<file path="config.mk">
export PLATFORM = sky130hd
export DESIGN_NAME = decode_cycle_flat
export DESIGN_NICKNAME = d
export VERILOG_FILES = /design/src/rtl/rv_pkg.sv /design/src/rtl/decode_cycle_if.sv /design/src/rtl/regfile_2r1w.sv /design/src/rtl/decode_cycle.sv /design/src/flat_wrapper.sv
export SDC_FILE = /design/constraint.sdc
export NUM_CORES = 2
export LEC_CHECK = 0
export CORE_MARGIN = 2
export CORE_UTILIZATION = 48
export CTS_CLUSTER_SIZE = 10
export DETAILED_ROUTE_END_ITERATION = 8
export GPL_ROUTABILITY_DRIVEN = 0
export PLACE_DENSITY_LB_ADDON = 0.08
export SLEW_MARGIN = 20
export SYNTH_ARGS = -nofsm -noshare
export SYNTH_HDL_FRONTEND = slang
export SYNTH_SLANG_ARGS = --single-unit
</file>
<file path="constraint.sdc">
create_clock -name clk -period 1.3 [get_ports clk]
set_input_delay 0.26 -clock clk [delete_from_list [all_inputs] [get_ports clk]]
set_output_delay 0.26 -clock clk [all_outputs]
set_load 0.02 [all_outputs]
</file>
<file path="src/rtl/rv_pkg.sv">
// rtl/rv_pkg.sv - shared RV32I constants, control encodings and ID/EX record
package rv_pkg;

  localparam int XLEN    = 32;
  localparam int REG_AW  = 5;
  localparam int REG_NUM = 32;

  localparam logic [6:0] OP_LW   = 7'b0000011;
  localparam logic [6:0] OP_SW   = 7'b0100011;
  localparam logic [6:0] OP_R    = 7'b0110011;
  localparam logic [6:0] OP_IALU = 7'b0010011;
  localparam logic [6:0] OP_BEQ  = 7'b1100011;
  localparam logic [6:0] OP_JAL  = 7'b1101111;

  typedef enum logic [2:0] {
    ALU_ADD = 3'b000,
    ALU_SUB = 3'b001,
    ALU_AND = 3'b010,
    ALU_OR  = 3'b011,
    ALU_SLT = 3'b101
  } alu_ctl_e;

  typedef enum logic [1:0] {
    RES_ALU = 2'b00,
    RES_MEM = 2'b01,
    RES_PC4 = 2'b10
  } result_src_e;

  typedef enum logic [1:0] {
    IMM_I = 2'b00,
    IMM_S = 2'b01,
    IMM_B = 2'b10,
    IMM_J = 2'b11
  } imm_src_e;

  // Everything the execute stage needs, captured in one ID/EX record
  typedef struct packed {
    logic                reg_write;
    logic                mem_write;
    logic                jump;
    logic                branch;
    logic                alu_src;
    result_src_e         result_src;
    alu_ctl_e            alu_control;
    logic [XLEN-1:0]     rd1;
    logic [XLEN-1:0]     rd2;
    logic [XLEN-1:0]     imm_ext;
    logic [XLEN-1:0]     pc;
    logic [XLEN-1:0]     pc_plus4;
    logic [REG_AW-1:0]   rd;
    logic [REG_AW-1:0]   rs1;
    logic [REG_AW-1:0]   rs2;
  } idex_t;

  // funct3 to ALU operation; sub_en is only set for R-type with funct7[5]
  function automatic alu_ctl_e alu_decode(input logic [2:0] funct3, input logic sub_en);
    alu_ctl_e op;
    case (funct3)
      3'b000:  op = sub_en ? ALU_SUB : ALU_ADD;
      3'b111:  op = ALU_AND;
      3'b110:  op = ALU_OR;
      3'b010:  op = ALU_SLT;
      default: op = ALU_ADD;
    endcase
    return op;
  endfunction

endpackage

</file>
<file path="src/rtl/decode_cycle_if.sv">
// rtl/decode_cycle_if.sv - IF/ID inputs, write-back port and ID/EX outputs of the decode stage
interface decode_cycle_if;
  import rv_pkg::*;

  logic [XLEN-1:0]   InstrD;
  logic [XLEN-1:0]   PCD;
  logic [XLEN-1:0]   PCPlus4D;
  logic              RegWriteW;
  logic [REG_AW-1:0] RDW;
  logic [XLEN-1:0]   ResultW;
  logic              FlushE;

  logic [REG_AW-1:0] Rs1D;
  logic [REG_AW-1:0] Rs2D;
  logic              RegWriteE;
  logic              MemWriteE;
  logic              JumpE;
  logic              BranchE;
  logic              ALUSrcE;
  logic [1:0]        ResultSrcE;
  logic [2:0]        ALUControlE;
  logic [XLEN-1:0]   RD1E;
  logic [XLEN-1:0]   RD2E;
  logic [XLEN-1:0]   ImmExtE;
  logic [XLEN-1:0]   PCE;
  logic [XLEN-1:0]   PCPlus4E;
  logic [REG_AW-1:0] RdE;
  logic [REG_AW-1:0] Rs1E;
  logic [REG_AW-1:0] Rs2E;

  modport master (
    output InstrD, PCD, PCPlus4D, RegWriteW, RDW, ResultW, FlushE,
    input  Rs1D, Rs2D, RegWriteE, MemWriteE, JumpE, BranchE, ALUSrcE,
           ResultSrcE, ALUControlE, RD1E, RD2E, ImmExtE, PCE, PCPlus4E,
           RdE, Rs1E, Rs2E
  );

  modport slave (
    input  InstrD, PCD, PCPlus4D, RegWriteW, RDW, ResultW, FlushE,
    output Rs1D, Rs2D, RegWriteE, MemWriteE, JumpE, BranchE, ALUSrcE,
           ResultSrcE, ALUControlE, RD1E, RD2E, ImmExtE, PCE, PCPlus4E,
           RdE, Rs1E, Rs2E
  );

endinterface

</file>
<file path="src/rtl/regfile_2r1w.sv">
// rtl/regfile_2r1w.sv - 32x32 register file, 2 async reads, 1 sync write; WB_BYPASS_EN enables write-through
module regfile_2r1w
  import rv_pkg::*;
(
  input  logic              clk,
  input  logic              rst,
  input  logic [REG_AW-1:0] raddr1,
  input  logic [REG_AW-1:0] raddr2,
  output logic [XLEN-1:0]   rdata1,
  output logic [XLEN-1:0]   rdata2,
  input  logic              we,
  input  logic [REG_AW-1:0] waddr,
  input  logic [XLEN-1:0]   wdata
);

  logic [XLEN-1:0] regs_q [REG_NUM];
  logic [XLEN-1:0] regs_d [REG_NUM];
  logic            wr_en;

  assign wr_en = we && (waddr != '0);

  // Next register contents: one write per cycle, x0 pinned to zero
  always_comb begin
    regs_d = regs_q;
    if (wr_en) begin
      regs_d[waddr] = wdata;
    end
    regs_d[0] = '0;
  end

  // Storage, cleared asynchronously
  always_ff @(posedge clk or negedge rst) begin
    if (!rst) begin
      for (int i = 0; i < REG_NUM; i++) begin
        regs_q[i] <= '0;
      end
    end else begin
      regs_q <= regs_d;
    end
  end

`ifdef WB_BYPASS_EN
  assign rdata1 = (wr_en && (waddr == raddr1)) ? wdata : regs_q[raddr1];
  assign rdata2 = (wr_en && (waddr == raddr2)) ? wdata : regs_q[raddr2];
`else
  assign rdata1 = regs_q[raddr1];
  assign rdata2 = regs_q[raddr2];
`endif

endmodule

</file>
<file path="src/rtl/decode_cycle.sv">
// rtl/decode_cycle.sv - RV32I decode stage: control decode, immediates, regfile read, ID/EX register
module decode_cycle
  import rv_pkg::*;
(
  input  logic           clk,
  input  logic           rst,
  decode_cycle_if.slave  bus
);

  logic [6:0]      opcode;
  logic [2:0]      funct3;
  logic [XLEN-1:0] instr;
  logic [XLEN-1:0] rd1;
  logic [XLEN-1:0] rd2;
  logic [XLEN-1:0] imm_ext;
  imm_src_e        imm_src;
  idex_t           ctl;
  idex_t           idex_d;
  idex_t           idex_q;

  assign instr    = bus.InstrD;
  assign opcode   = instr[6:0];
  assign funct3   = instr[14:12];
  assign bus.Rs1D = instr[19:15];
  assign bus.Rs2D = instr[24:20];

  regfile_2r1w u_regfile (
    .clk    (clk),
    .rst    (rst),
    .raddr1 (instr[19:15]),
    .raddr2 (instr[24:20]),
    .rdata1 (rd1),
    .rdata2 (rd2),
    .we     (bus.RegWriteW),
    .waddr  (bus.RDW),
    .wdata  (bus.ResultW)
  );

  // Opcode to control bits; unknown opcodes decode as a bubble
  always_comb begin
    ctl     = '0;
    imm_src = IMM_I;
    case (opcode)
      OP_LW: begin
        ctl.reg_write  = 1'b1;
        ctl.alu_src    = 1'b1;
        ctl.result_src = RES_MEM;
      end
      OP_SW: begin
        ctl.mem_write = 1'b1;
        ctl.alu_src   = 1'b1;
        imm_src       = IMM_S;
      end
      OP_R: begin
        ctl.reg_write   = 1'b1;
        ctl.alu_control = alu_decode(funct3, instr[30]);
      end
      OP_IALU: begin
        ctl.reg_write   = 1'b1;
        ctl.alu_src     = 1'b1;
        ctl.alu_control = alu_decode(funct3, 1'b0);
      end
      OP_BEQ: begin
        ctl.branch      = 1'b1;
        ctl.alu_control = ALU_SUB;
        imm_src         = IMM_B;
      end
      OP_JAL: begin
        ctl.reg_write  = 1'b1;
        ctl.jump       = 1'b1;
        ctl.result_src = RES_PC4;
        imm_src        = IMM_J;
      end
      default: ;
    endcase
  end

  // Sign-extended immediate for the selected instruction format
  always_comb begin
    imm_ext = '0;
    case (imm_src)
      IMM_I: imm_ext = {{20{instr[31]}}, instr[31:20]};
      IMM_S: imm_ext = {{20{instr[31]}}, instr[31:25], instr[11:7]};
      IMM_B: imm_ext = {{20{instr[31]}}, instr[7], instr[30:25], instr[11:8], 1'b0};
      IMM_J: imm_ext = {{12{instr[31]}}, instr[19:12], instr[20], instr[30:21], 1'b0};
      default: imm_ext = '0;
    endcase
  end

  // Next ID/EX contents; a flush loads an all-zero bubble
  always_comb begin
    idex_d          = ctl;
    idex_d.rd1      = rd1;
    idex_d.rd2      = rd2;
    idex_d.imm_ext  = imm_ext;
    idex_d.pc       = bus.PCD;
    idex_d.pc_plus4 = bus.PCPlus4D;
    idex_d.rd       = instr[11:7];
    idex_d.rs1      = instr[19:15];
    idex_d.rs2      = instr[24:20];
    if (bus.FlushE) begin
      idex_d = '0;
    end
  end

  // ID/EX pipeline register
  always_ff @(posedge clk or negedge rst) begin
    if (!rst) begin
      idex_q <= '0;
    end else begin
      idex_q <= idex_d;
    end
  end

  assign bus.RegWriteE   = idex_q.reg_write;
  assign bus.MemWriteE   = idex_q.mem_write;
  assign bus.JumpE       = idex_q.jump;
  assign bus.BranchE     = idex_q.branch;
  assign bus.ALUSrcE     = idex_q.alu_src;
  assign bus.ResultSrcE  = idex_q.result_src;
  assign bus.ALUControlE = idex_q.alu_control;
  assign bus.RD1E        = idex_q.rd1;
  assign bus.RD2E        = idex_q.rd2;
  assign bus.ImmExtE     = idex_q.imm_ext;
  assign bus.PCE         = idex_q.pc;
  assign bus.PCPlus4E    = idex_q.pc_plus4;
  assign bus.RdE         = idex_q.rd;
  assign bus.Rs1E        = idex_q.rs1;
  assign bus.Rs2E        = idex_q.rs2;

endmodule

</file>
<file path="src/flat_wrapper.sv">
// flat-port wrapper written by rule: the top's interface ports become plain ports
module decode_cycle_flat import rv_pkg::*;
  (clk, rst, bus_InstrD, bus_PCD, bus_PCPlus4D, bus_RegWriteW, bus_RDW, bus_ResultW, bus_FlushE, bus_Rs1D, bus_Rs2D, bus_RegWriteE, bus_MemWriteE, bus_JumpE, bus_BranchE, bus_ALUSrcE, bus_ResultSrcE, bus_ALUControlE, bus_RD1E, bus_RD2E, bus_ImmExtE, bus_PCE, bus_PCPlus4E, bus_RdE, bus_Rs1E, bus_Rs2E);
  decode_cycle_if bus_i ();
  input  logic clk;
  input  logic rst;
  input wire logic [$bits(bus_i.InstrD)-1:0] bus_InstrD;
  input wire logic [$bits(bus_i.PCD)-1:0] bus_PCD;
  input wire logic [$bits(bus_i.PCPlus4D)-1:0] bus_PCPlus4D;
  input wire logic [$bits(bus_i.RegWriteW)-1:0] bus_RegWriteW;
  input wire logic [$bits(bus_i.RDW)-1:0] bus_RDW;
  input wire logic [$bits(bus_i.ResultW)-1:0] bus_ResultW;
  input wire logic [$bits(bus_i.FlushE)-1:0] bus_FlushE;
  output wire logic [$bits(bus_i.Rs1D)-1:0] bus_Rs1D;
  output wire logic [$bits(bus_i.Rs2D)-1:0] bus_Rs2D;
  output wire logic [$bits(bus_i.RegWriteE)-1:0] bus_RegWriteE;
  output wire logic [$bits(bus_i.MemWriteE)-1:0] bus_MemWriteE;
  output wire logic [$bits(bus_i.JumpE)-1:0] bus_JumpE;
  output wire logic [$bits(bus_i.BranchE)-1:0] bus_BranchE;
  output wire logic [$bits(bus_i.ALUSrcE)-1:0] bus_ALUSrcE;
  output wire logic [$bits(bus_i.ResultSrcE)-1:0] bus_ResultSrcE;
  output wire logic [$bits(bus_i.ALUControlE)-1:0] bus_ALUControlE;
  output wire logic [$bits(bus_i.RD1E)-1:0] bus_RD1E;
  output wire logic [$bits(bus_i.RD2E)-1:0] bus_RD2E;
  output wire logic [$bits(bus_i.ImmExtE)-1:0] bus_ImmExtE;
  output wire logic [$bits(bus_i.PCE)-1:0] bus_PCE;
  output wire logic [$bits(bus_i.PCPlus4E)-1:0] bus_PCPlus4E;
  output wire logic [$bits(bus_i.RdE)-1:0] bus_RdE;
  output wire logic [$bits(bus_i.Rs1E)-1:0] bus_Rs1E;
  output wire logic [$bits(bus_i.Rs2E)-1:0] bus_Rs2E;
  assign bus_i.InstrD = bus_InstrD;
  assign bus_i.PCD = bus_PCD;
  assign bus_i.PCPlus4D = bus_PCPlus4D;
  assign bus_i.RegWriteW = bus_RegWriteW;
  assign bus_i.RDW = bus_RDW;
  assign bus_i.ResultW = bus_ResultW;
  assign bus_i.FlushE = bus_FlushE;
  assign bus_Rs1D = bus_i.Rs1D;
  assign bus_Rs2D = bus_i.Rs2D;
  assign bus_RegWriteE = bus_i.RegWriteE;
  assign bus_MemWriteE = bus_i.MemWriteE;
  assign bus_JumpE = bus_i.JumpE;
  assign bus_BranchE = bus_i.BranchE;
  assign bus_ALUSrcE = bus_i.ALUSrcE;
  assign bus_ResultSrcE = bus_i.ResultSrcE;
  assign bus_ALUControlE = bus_i.ALUControlE;
  assign bus_RD1E = bus_i.RD1E;
  assign bus_RD2E = bus_i.RD2E;
  assign bus_ImmExtE = bus_i.ImmExtE;
  assign bus_PCE = bus_i.PCE;
  assign bus_PCPlus4E = bus_i.PCPlus4E;
  assign bus_RdE = bus_i.RdE;
  assign bus_Rs1E = bus_i.Rs1E;
  assign bus_Rs2E = bus_i.Rs2E;
  decode_cycle u_core (.clk(clk), .rst(rst), .bus(bus_i));
endmodule
</file>
---- Word level (Yosys, flattened, before mapping) ----
Index checks and enable logic that the tools add are counted.
operators by class
  shift-type cells ........................ 0
  $lt $le $gt $ge ......................... 4
  add/subtract/negate cells ............... 0
  bitwise logic cells ..................... 3
  divide/modulo/power cells ............... 0
  multiply operators ...................... 0
  equal/unequal tests ..................... 12
  multiplexer cells ....................... 22
  reduce and logical (&&, ||, !) cells .... 7
operator list
  operator              count
  $bwmux W1024          1
  $bmux W32 S5          2
  $mux W185             1
  $demux W32 S5         1
  $mux W32              5
  $pmux W32 S4          1
  $ge A6 B6 Y1 const B  3
  $not A5 Y6            3
  $pmux W3 S3           2
  $eq A7 B6 Y1 const B  2
  $eq A7 B7 Y1 const B  2
  $pmux W3 S4           1
  $eq A7 B2 Y1 const B  1
  $eq A7 B5 Y1 const B  1
  $eq A3 B3 Y1 const B  2
  $lt A6 B1 Y1 const B  1
  $mux W1               6
  $pmux W2 S3           1
  $reduce_bool A5 Y1    1
  $eq A2 B2 Y1 const B  2
  $pmux W2 S2           1
  $reduce_or A4 Y1      1
  $eq A3 B2 Y1 const B  1
  $logic_not A3 Y1      1
  other kinds (4)       5
storage, ports and cells
  flip-flop bits (word level) ............. 1177
  bits in read-only memories .............. 0
  logic and storage cells ................. 94
  bits of input ports ..................... 137
  output and inout port bits .............. 195
  memory bits (writable) .................. 0
  memories kept ........................... 0
  latch bits .............................. 0

---- Logic depth before layout (Yosys ltp) ----
  depth in word-level cells ............... 6
  gate-level depth with buffers ........... 8

---- Cells and area by module ----
Synthesis repeated with hierarchy kept, for this count alone.
second synthesis, totals
  cell total of the unflattened synthesis .. 4021
  area, all modules ....................... 59101.7 µm²
by module, submodules not included
  module        cells each  sequential area each (µm²)  area an instance (µm²)  times used
  regfile_2r1w  3597        24823.8                     53184.8                 1
  decode_cycle  424         4329.2                      5916.9                  1

---- Least setup slack after synthesis ----
Ideal clock, no wire load.
  path kind ............................... in2reg
  start point ............................. in bus_InstrD[15]
  end point ............................... reg u_core.idex_q, in the netlist u_core.bus.RD1E[10]
  arrival time ............................ 1.692 ns
  buffers on the path ..................... 2
  required time ........................... 1.178 ns
  slack ................................... -0.514 ns
  cell stages on the path ................. 6
  cell sequence ........................... buf_2 > buf_2 > mux4_2 > a22oi_1 > nand2_1 > a32o_1
RTL lines
  element               line                 text
  start, declared       flat_wrapper.sv:7    input wire logic [$bits(bus_i.InstrD)-1:0] bus_InstrD;
  end signal, assigned  decode_cycle.sv:111  idex_q <= idex_d;
  end, declared         decode_cycle.sv:19   idex_t idex_q;

==> qor.yml <==
placement:
  port_buffers: 331
  dpl_worst_slack_ns: -0.9864
  detailedPlacementHpwl_mm: 127.5
yosys:
  synth.ff_latch_count: 1165
  yosys.cell_count.top_type: "sky130_fd_sc_hd__dfrtp_1"
  ys_top_cells_by_count: "1165 x sky130_fd_sc_hd__dfrtp_1, 1072 x sky130_fd_sc_hd__mux2_2, 384 x sky130_fd_sc_hd__mux4_2, 213 x sky130_fd_sc_hd__clkbuf_1, 159 x sky130_fd_sc_hd__a22oi_1"
  xor_xnor_portion_of_the_synthesized_cell_area: 0
  synth_top_family_by_area: "multiplexers"
  synth_cells: 3964
  synth_edf_count: 0
  synth_async_sr_flop_share: 1.000
  synth_flop_cell: "sky130_fd_sc_hd__dfrtp_1"
  synth_compound_gate_area_share: 0.05582
  post_synth_mux_area_share: 0.3810
  synth_adder_area_share: 0
  ys_top_cells_by_area: "sky130_fd_sc_hd__dfrtp_1 50%, sky130_fd_sc_hd__mux2_2 21%, sky130_fd_sc_hd__mux4_2 15%, sky130_fd_sc_hd__a22oi_1 2.0%, sky130_fd_sc_hd__mux2i_1 1.7%"
  yosysSeqAreaShare: 0.4987
  netlist.top_cell.by_area: "sky130_fd_sc_hd__dfrtp_1"
  synthesis.area_um2: 58460
  ys.warnings.count: 0
  synth_top_area_share: 0.4987
  synth.lib_cells_used.distinct: 39
  synth.avg_cell_area_um2: 14.75
  synthSimpleGateAreaFrac: 0.02857
  mappedNetlistNets: 4101
timing:
  drv_slew: 0
  worst_clock_skew_ns: 0.01976
  finalHoldViolCount: 0
  timing.final.crit_share: 1.324
  final_critical_path_setup_slack_ns: -0.4215
  achievable-frequency_mhz: 580.9
  worst_pin_slew_ns: 0.6978
  final.min_clock_period_ns: 1.722
  timing.setup.tns_ns: -63.52
  grt_setup_unrepaired: "yes"
  setup_violations: 249
  max_slew_margin: 0.5338
grt:
  largest_net_degree_at_the_start_of_global_routing: 75
  grt_first_pass_wirelength_mm: 284.4
  global_route.usage.total: 0.3088
  grt_antenna_before_repair: 4
  grt_pass1_vias: 41260
  grt.overflow.total: 0
status:
  status: "finished, violations left"
  failed_checks: "negative setup slack"
clocking:
  htreeDepth: 4
  tritoncts: "done"
  clock_sink_count: 1165
  ctsRootBufferMaster: "sky130_fd_sc_hd__clkbuf_16"
  longest_clk_path_bufs: 3
  cts_buffers: 139
  clk_transition_reported_paths_ns: 0.05
  later_pin_clock_latency_in_the_skew_report_ns: 0.76
cells_and_area:
  final_layout_size_suffix_gt1_frac: 0.5797
  synthToLayoutAreaGrowth_pct: 27.75
  final_nets: 4713
critical_path:
  timing.critical_path.from_type: "register"
  worst-r2r-setup-slack_ns: -0.38
  critPathRequiredTime_ns: 1.04
  timing.critical_path.to_type: "primary output"
  timing.setup.critical_path_class: "register to primary output"
  crit_path_max_fanout: 12
  cp.arrival_ns: 1.46
routing:
  route.detailed.vias_per_inst: 6.302
  drtAntennaViolNets: 0
  drcViolationCount: 0
  finalWirelength_mm: 190.4
  vias: 39410
  drt_first_iter_violations: 3707
  wire_per_inst_um: 30.44
  drt_first_pass_iters: 5
power:
  irDropWorstVdd_mv: 1.466
  power.static_leakage_nw: 33.03
  powerDensity_nw_per_um2: 1435
floorplan:
  core.rowCount: 128
  chipHeight_um: 353.0
  top_level_ports: 332
  initial_utilization: 0.4816
  placeableCoreArea_um2: 121400
  floorplan.die_area_um2: 124600
  dieWidth_um: 353.0
hold_path:
  timing.hold.worst.class: "input pin to register"
run:
  timing.max_cap.violations: 0
## final cells by class
| class | count | area, um^2 |
|---|---|---|
| repair buffers | 915 | 10990 |
| flip-flops and latches | 1165 | 29160 |
| multi-input cells | 2352 | 28500 |
| fillers | 9291 | 46710 |
| clock inverters | 10 | 108.9 |
| clock buffers | 183 | 3872 |
| diodes | 1 | 2.502 |
| inverters | 3 | 11.26 |
| well taps | 1625 | 2033 |
## final timing paths
check | startpoint | end | cells past startpoint
min in group asynchronous | rst | u_core.u_regfile.regs_q[865] | 3
min | bus_PCPlus4D[16] | u_core.bus.PCPlus4E[16] | 2
max | u_core.bus.ImmExtE[30] | bus_ImmExtE[21] | 2
min reg2reg | u_core.u_regfile.regs_q[547] | u_core.u_regfile.regs_q[547] | 1
max reg2reg | u_core.u_regfile.regs_q[72] | u_core.bus.RD1E[8] | 4
max in group asynchronous | rst | u_core.u_regfile.regs_q[645] | 3
## through the flow
stage	instances	power, mW	util	hold WS, ns	area [um^2]
after global routing	6253	111.5	0.6152	0.03672	74680
after detailed placement	6018	70.49	0.5701	0.09808	69210
final	6254	107.1	0.6152	0.05340	74680
after CTS	6248	107.5	0.6140	0.0004218	74540
after global placement	6018	69.82	0.5701	0.09842	69210
after floorplan	3964	61.57	-	-0.03559	59440
## metal layers
| layer | part of all wire | up-vias | routed length [um] | GRT usage |
|---|---|---|---|---|
| li1 | - | 16330 | - | - |
| met1 | 0.44 | 21160 | 83840 | 0.4465 |
| met2 | 0.46 | 1605 | 86920 | 0.4693 |
| met3 | 0.073 | 316 | 13960 | 0.06563 |
| met4 | 0.030 | 2 | 5669 | 0.09804 |
| met5 | 0.000047 | - | 9 | 0 |
## repair_timing
| item | in CTS | in global routing |
|---|---|---|
| pin swaps | 85 | 12 |
| hold buffers | 27 | 0 |
| resized for setup | 1284 | 37 |
| gates cloned | 3 | 0 |
| buffers inserted | 9 | 5 |
| endpoints found under the setup margin | 1067 | 393 |
| endpoints found under the hold margin | 1200 | 0 |
## critical path: stages (launching register included)
cell	delay (ns)
sky130_fd_sc_hd__dfrtp_1	0.39
sky130_fd_sc_hd__buf_12	0.15
sky130_fd_sc_hd__buf_4	0.15
## kinds of logic (layout without fill, tap and decap cells)
kind of cell / after synthesis / count (layout)
AND/OR/NAND/NOR: 313 / 313
AO/OA/AOI/OAI: 434 / 434
buffers and inverters: 447 / 1111
other: 0 / 1
multiplexers: 1605 / 1605
flip-flops: 1165 / 1165
## state kept, by name, indices dropped and copies added, names as in the netlist
signal and flops:
u_core.u_regfile.regs_q 992, u_core.bus.PCE 32, u_core.bus.PCPlus4E 32, u_core.bus.RD1E 32, u_core.bus.RD2E 32, u_core.bus.ImmExtE 21
u_core.bus.RdE 5, u_core.bus.Rs1E 5, u_core.bus.Rs2E 5, u_core.bus.ALUControlE 3, u_core.bus.ALUSrcE 1, u_core.bus.BranchE 1
u_core.bus.JumpE 1, u_core.bus.MemWriteE 1, u_core.bus.RegWriteE 1, u_core.bus.ResultSrcE 1
## cell usage in the layout, fill, tap and decap left out, types with 83 or more instances in the layout
master / n
sky130_fd_sc_hd__clkbuf_16: 146
sky130_fd_sc_hd__buf_12: 238
sky130_fd_sc_hd__a22oi_2: 83
sky130_fd_sc_hd__mux2_2: 1044
sky130_fd_sc_hd__mux4_2: 384
sky130_fd_sc_hd__nor2b_1: 84
sky130_fd_sc_hd__dfrtp_1: 1161
sky130_fd_sc_hd__buf_6: 177
sky130_fd_sc_hd__clkdlybuf4s50_1: 117
sky130_fd_sc_hd__buf_4: 318
sky130_fd_sc_hd__mux2i_1: 86
## power breakdown
group / total, mW / internal (mW) / leakage [nW] / switching [mW]
Clock: 35.8 / 20.7 / 1.95 / 15.1
Combinational: 23.7 / 14.3 / 16.1 / 9.45
Sequential: 47.6 / 42.8 / 14.9 / 4.84
Total: 107 / 77.8 / 33.0 / 29.4
(Power assumes the default switching activity.)
